===== src/rtl/normalizer.sv =====
// normalizer: iterative left-normalizer for a 16-bit mantissa with a biased exponent, bounded shift per cycle.
module normalizer #(
  parameter int EXP_W    = 8,
  parameter int MAX_STEP = 7
) (
  input  logic             clk,
  input  logic             reset_n,
  input  logic             in_valid,
  output logic             in_ready,
  input  logic [15:0]      value,
  input  logic [EXP_W-1:0] exp_in,
  output logic             out_valid,
  input  logic             out_ready,
  output logic [15:0]      result,
  output logic [EXP_W-1:0] exp_out,
  output logic [4:0]       shift_count,
  output logic             zero,
  output logic             denorm
);
  localparam int MS = (MAX_STEP > 15) ? 15 : MAX_STEP;
  typedef enum logic [1:0] {IDLE, SHIFT, DONE} state_t;
  state_t r_state, w_next;
  logic [15:0] r_m, r_result;
  logic [EXP_W-1:0] r_e, r_exp;
  logic [4:0] r_c, r_cnt, w_lz, w_ecap, w_lim, w_step;
  logic r_zero, r_denorm, w_stop;
  always_comb begin
    w_lz = 5'd16;
    for (int i = 0; i < 16; i++)
      if (r_m[i]) w_lz = 5'(15 - i);
  end
  // Exponent is capped to 15 first so the min() works for any EXP_W.
  assign w_ecap = (32'(r_e) > 15) ? 5'd15 : 5'(r_e);
  assign w_lim  = (w_ecap < 5'(MS)) ? w_ecap : 5'(MS);
  assign w_step = (w_lz < w_lim) ? w_lz : w_lim;
  assign w_stop = (r_m == 16'd0) || r_m[15] || (r_e == '0);
  always_comb begin
    w_next = r_state;
    if (r_state == IDLE && in_valid) w_next = SHIFT;
    else if (r_state == SHIFT && w_stop) w_next = DONE;
    else if (r_state == DONE && out_ready) w_next = IDLE;
  end
  always_ff @(posedge clk)
    if (!reset_n) r_state <= IDLE;
    else r_state <= w_next;
  always_ff @(posedge clk) begin
    if (!reset_n) begin
      r_m      <= '0;
      r_e      <= '0;
      r_c      <= '0;
      r_result <= '0;
      r_exp    <= '0;
      r_cnt    <= '0;
      r_zero   <= 1'b0;
      r_denorm <= 1'b0;
    end else if (r_state == IDLE && in_valid) begin
      r_m <= value;
      r_e <= exp_in;
      r_c <= '0;
    end else if (r_state == SHIFT && w_stop) begin
      r_result <= r_m;
      r_exp    <= (r_m == 16'd0) ? '0 : r_e;
      r_cnt    <= r_c;
      r_zero   <= (r_m == 16'd0);
      r_denorm <= (r_m != 16'd0) && !r_m[15];
    end else if (r_state == SHIFT) begin
      r_m <= r_m << w_step;
      r_e <= r_e - EXP_W'(w_step);
      r_c <= r_c + w_step;
    end
  end
  assign in_ready    = (r_state == IDLE) && reset_n;
  assign out_valid   = (r_state == DONE);
  assign result      = r_result;
  assign exp_out     = r_exp;
  assign shift_count = r_cnt;
  assign zero        = r_zero;
  assign denorm      = r_denorm;
endmodule

===== config.mk =====
export PLATFORM = sky130hd
export DESIGN_NAME = normalizer
export DESIGN_NICKNAME = d
export VERILOG_FILES = /design/src/rtl/normalizer.sv
export SDC_FILE = /design/constraint.sdc
export NUM_CORES = 1
export LEC_CHECK = 0
export BUFFER_PORTS_ARGS = -buffer_cell sky130_fd_sc_hd__buf_2
export CAP_MARGIN = 10
export CORE_ASPECT_RATIO = 0.8
export CORE_MARGIN = 1
export CORE_UTILIZATION = 61
export DETAILED_ROUTE_END_ITERATION = 10
export PLACE_DENSITY_LB_ADDON = 0.25
export SETUP_SLACK_MARGIN = 0.4
export SLEW_MARGIN = 20
export SYNTH_ARGS = -nofsm -noshare
export SYNTH_HDL_FRONTEND = slang
export SYNTH_SLANG_ARGS = --single-unit

===== constraint.sdc =====
create_clock -name clk -period 12.1 [get_ports clk]
set_input_delay 2.42 -clock clk [delete_from_list [all_inputs] [get_ports clk]]
set_output_delay 2.42 -clock clk [all_outputs]
set_load 0.05 [all_outputs]

==> results.md <==
| Parameter | Value |
|:---|:---|
| Area inside the core boundary | 5585 um^2 |
| Dominant cell by count in the synthesized netlist | nand2_1 |
| Fraction of layout cells with a size suffix above 1 | 19.88% |
| Nets in the synthesized netlist | 498 |
| Cell type with the highest aggregate area in the netlist | dfxtp_1 |
| Sequential area share after synthesis | 34.22% |
| Clock slew at the register clock pins of the worst setup and hold paths | 0.07 ns |
| Die Span Y | 70.97 um |
| # Max-Cap Violations | 0 |
| Endpoints failing hold | 0 |
| Worst path depth | 4 |
| Post-synthesis register bit count | 62 |
| Slew at the pin with the worst max-slew slack | 1.107 ns |
| Unrepaired setup endpoints after global routing | no |
| Worst reg-to-reg path cell count | 16 |
| Run status | complete, no violations |
| Area fraction of the dominant cell type after synthesis | 34.22% |
| Number of setup buffers added after CTS | 0 |
| Total of cells resized after clock tree synthesis | 0 |
| Die area | 6261 um^2 |
| CP Data Required Time | 9.68 ns |
| Cell type group with the largest total delay on the critical path | buffers and inverters |
| Ratio of final minimum period to clock period | 45.33% |
| # placed instances | 565 |
| Die Width | 88.22 um |
| Chain of cells forming the critical path | buf_2, inv_1, nor3_1, buf_2 |
| Starting density of the core | 64.94% |
| Area growth from synthesis to layout | 13.11% |
| Number of enable flip-flop cells after synthesis | 0 |
| Fraction of the mapped netlist area in adder cells | 4.553% |
| Tot GR Track Use | 33.73% |
| Crit. End Element | output port |
| Finished Layout Cells | 581 |
| Count of buffer and inverter cells on the critical path | 3 |
| Routed via count divided by cell count | 6.275 |
| Row Count | 24 |
| CTS tree | yes |
| Cell with the most instances on the worst path | buf_2 |
| Number of iterations in the first detailed-routing pass | 5 |
| Delay of the slowest cell on the worst path | 0.28 ns |
| Area fraction in and, or, nand and nor cells after synthesis | 21.42% |
| Warnings, synthesis | 0 |
| Total I/O pin count | 61 |
| Arr. time, crit path | 3.06 ns |
| Share of synthesized flip-flops with an asynchronous set or reset | 0% |
| Antenna-violating nets left | 0 |
| Total negative setup slack | 0 ns |
| Clock tree skew after final layout | 0.008266 ns |
| Mean post-synth cell area | 7.920 um^2 |
| Highest clock rate | 0.1823 GHz |
| Drc violations | 0 |
| RD Place Congestion | 0.9534 |
| Clock sink total | 62 |
| Kind of start point of the critical path | input port |
| Maximum fanout along the worst path | 6 |
| # setup viols final | 0 |
| Type of the worst min-delay path | flip-flop to flip-flop |
| Antenna fix cells | 0 |
| Final Critical Period | 5.485 ns |
| Largest net degree at the start of global routing | 57 |
| Gate Count Post-Synth | 458 |
| Largest cells by area after synthesis | dfxtp_1 (34%), nand2_1 (8.8%), a21oi_1 (7.0%), mux2i_1 (3.9%), nor2_1 (3.7%) |
| Iteration-0 DRC count of the detailed router | 445 |
| Compound-gate portion of the synthesized area | 25.15% |
| Overflow after GRT | 0 |
| Hold_buf cts | 0 |
| CP max stage cell | buf_2 |
| Vias after detailed routing | 3646 |
| Clk buf depth | 2 |
| Num CTS Buffers | 9 |
| Antenna violations before repair | 0 |
| Dominant register cell in the synthesized netlist | dfxtp_1 |
| Ranking of synthesized cells by instance count | nand2_1 (85), dfxtp_1 (62), a21oi_1 (51), nor2_1 (36), clkbuf_1 (23) |
| Hold Path Stages | 2 |
| CP Class | input port to output port |
| Final count of pins violating max slew | 0 |
| Wire length per cell after detailed routing | 17.03 um |
| Clock insertion delay at the later pin of the skew report | 0.35 ns |
| Maximum level of the CTS H-tree | 3 |
| Xor and xnor fraction of the mapped netlist area | 1.449% |
| Combinational family with the most area after synthesis | compound AO/OA/AOI/OAI gates |
| Total wire length after detailed routing | 9894 um |
| Max-slew headroom at the worst pin | 26.18% |
| Count of cell types in the netlist | 60 |
| Detailed Place HPWL | 6775 um |
| Share of synthesized area spent on multiplexers | 6.657% |
| First-pass GRT wire length | 16090 um |
| Via count of the first global-routing pass | 3315 |
| CTS Root Cell | clkbuf_8 |
| Synthesized cell area | 3627 um^2 |
| Final #Nets | 538 |
| I/O Buffers | 60 |
-- per-stage QoR --
stage               util (%)  worst slack (ns)  hold WS, ns  cell area, um^2
global route           73.45             6.593       0.4731             4103
detailed placement     69.74             6.627       0.4420             3895
finish                 73.45             6.615       0.4536             4103
global placement       69.74             6.610       0.4373             3895
floorplan                  -             5.751       0.4371             3627
CTS                    73.41             6.627       0.4539             4100
-- final timing paths --
path,startpoint,end,slack [ns]
worst min register to register,exp_out[1],exp_out[1],0.45
worst max register to register,r_m[12],r_e[6],6.94
worst max-delay path,reset_n,in_ready,6.62
worst min-delay path,exp_out[1],exp_out[1],0.45
-- routing by layer --
layer	track usage [%]	up-vias	wire (um)
li1	-	1720	-
met1	47.51	1722	4359
met2	48.63	181	4403
met3	10.85	23	938
met4	11.29	0	193
met5	0	-	0
-- cells by family (layout without fill, tap and decap cells) --
logic type,count (synthesis),after routing
muxes,20,20
adders and majority gates,12,12
buffers and inverters,51,96
and+or+nand+nor,173,173
xor gates and xnor gates,6,6
AOI/OAI and AO/OA,132,132
other,2,2
DFF,62,62
-- worst reg2reg max path, delay by kind of cell, from the launching register on --
| kind | cells | cell delay [ns] |
|---|---|---|
| AOI/OAI and AO/OA | 5 | 1.65 |
| xor gates and xnor gates | 1 | 0.12 |
| adders and majority gates | 2 | 0.62 |
| buffers and inverters | 1 | 0.33 |
| DFF | 1 | 0.41 |
| muxes | 1 | 0.28 |
| and+or+nand+nor | 6 | 1.66 |
-- cell type report --
type,instances,area (um^2)
Tap cell,78,97.59
Clock buffer,10,137.6
Timing Repair Buffer,66,345.3
Sequential cell,62,1241
Multi-Input combinational cell,345,2158
Fill cell,463,1483
Inverter,14,55.05
Clock inverter,6,67.56
-- state kept, by name (all words and copies together) (netlist names) --
signal / cells
r_m: 16
result: 16
exp_out: 8
r_e: 8
r_c: 5
shift_count: 5
r_state: 2
denorm: 1
zero: 1
-- placed cells by master, fill, tap and decap left out, types with 3 or more instances in the layout --
cell,n
buf_4,6
o221ai_1,6
inv_1,12
a211oi_1,9
nor3_1,4
nand2_1,85
clkbuf_8,10
nand3_1,17
a221o_1,3
or3_1,5
o21ai_0,14
nand2b_1,4
a311oi_1,3
mux4_2,3
ha_1,10
a21oi_1,51
buf_2,60
a32oi_1,3
o211ai_1,10
o21a_1,5
a221oi_1,7
xnor2_1,4
nor2b_1,6
dfxtp_1,62
a31oi_1,4
mux2i_1,14
nor2_1,35
mux2_2,3
Power is left out: the tool's default activity adds up to more than one toggle a clock period on the data nets, which glitch-free logic cannot reach.
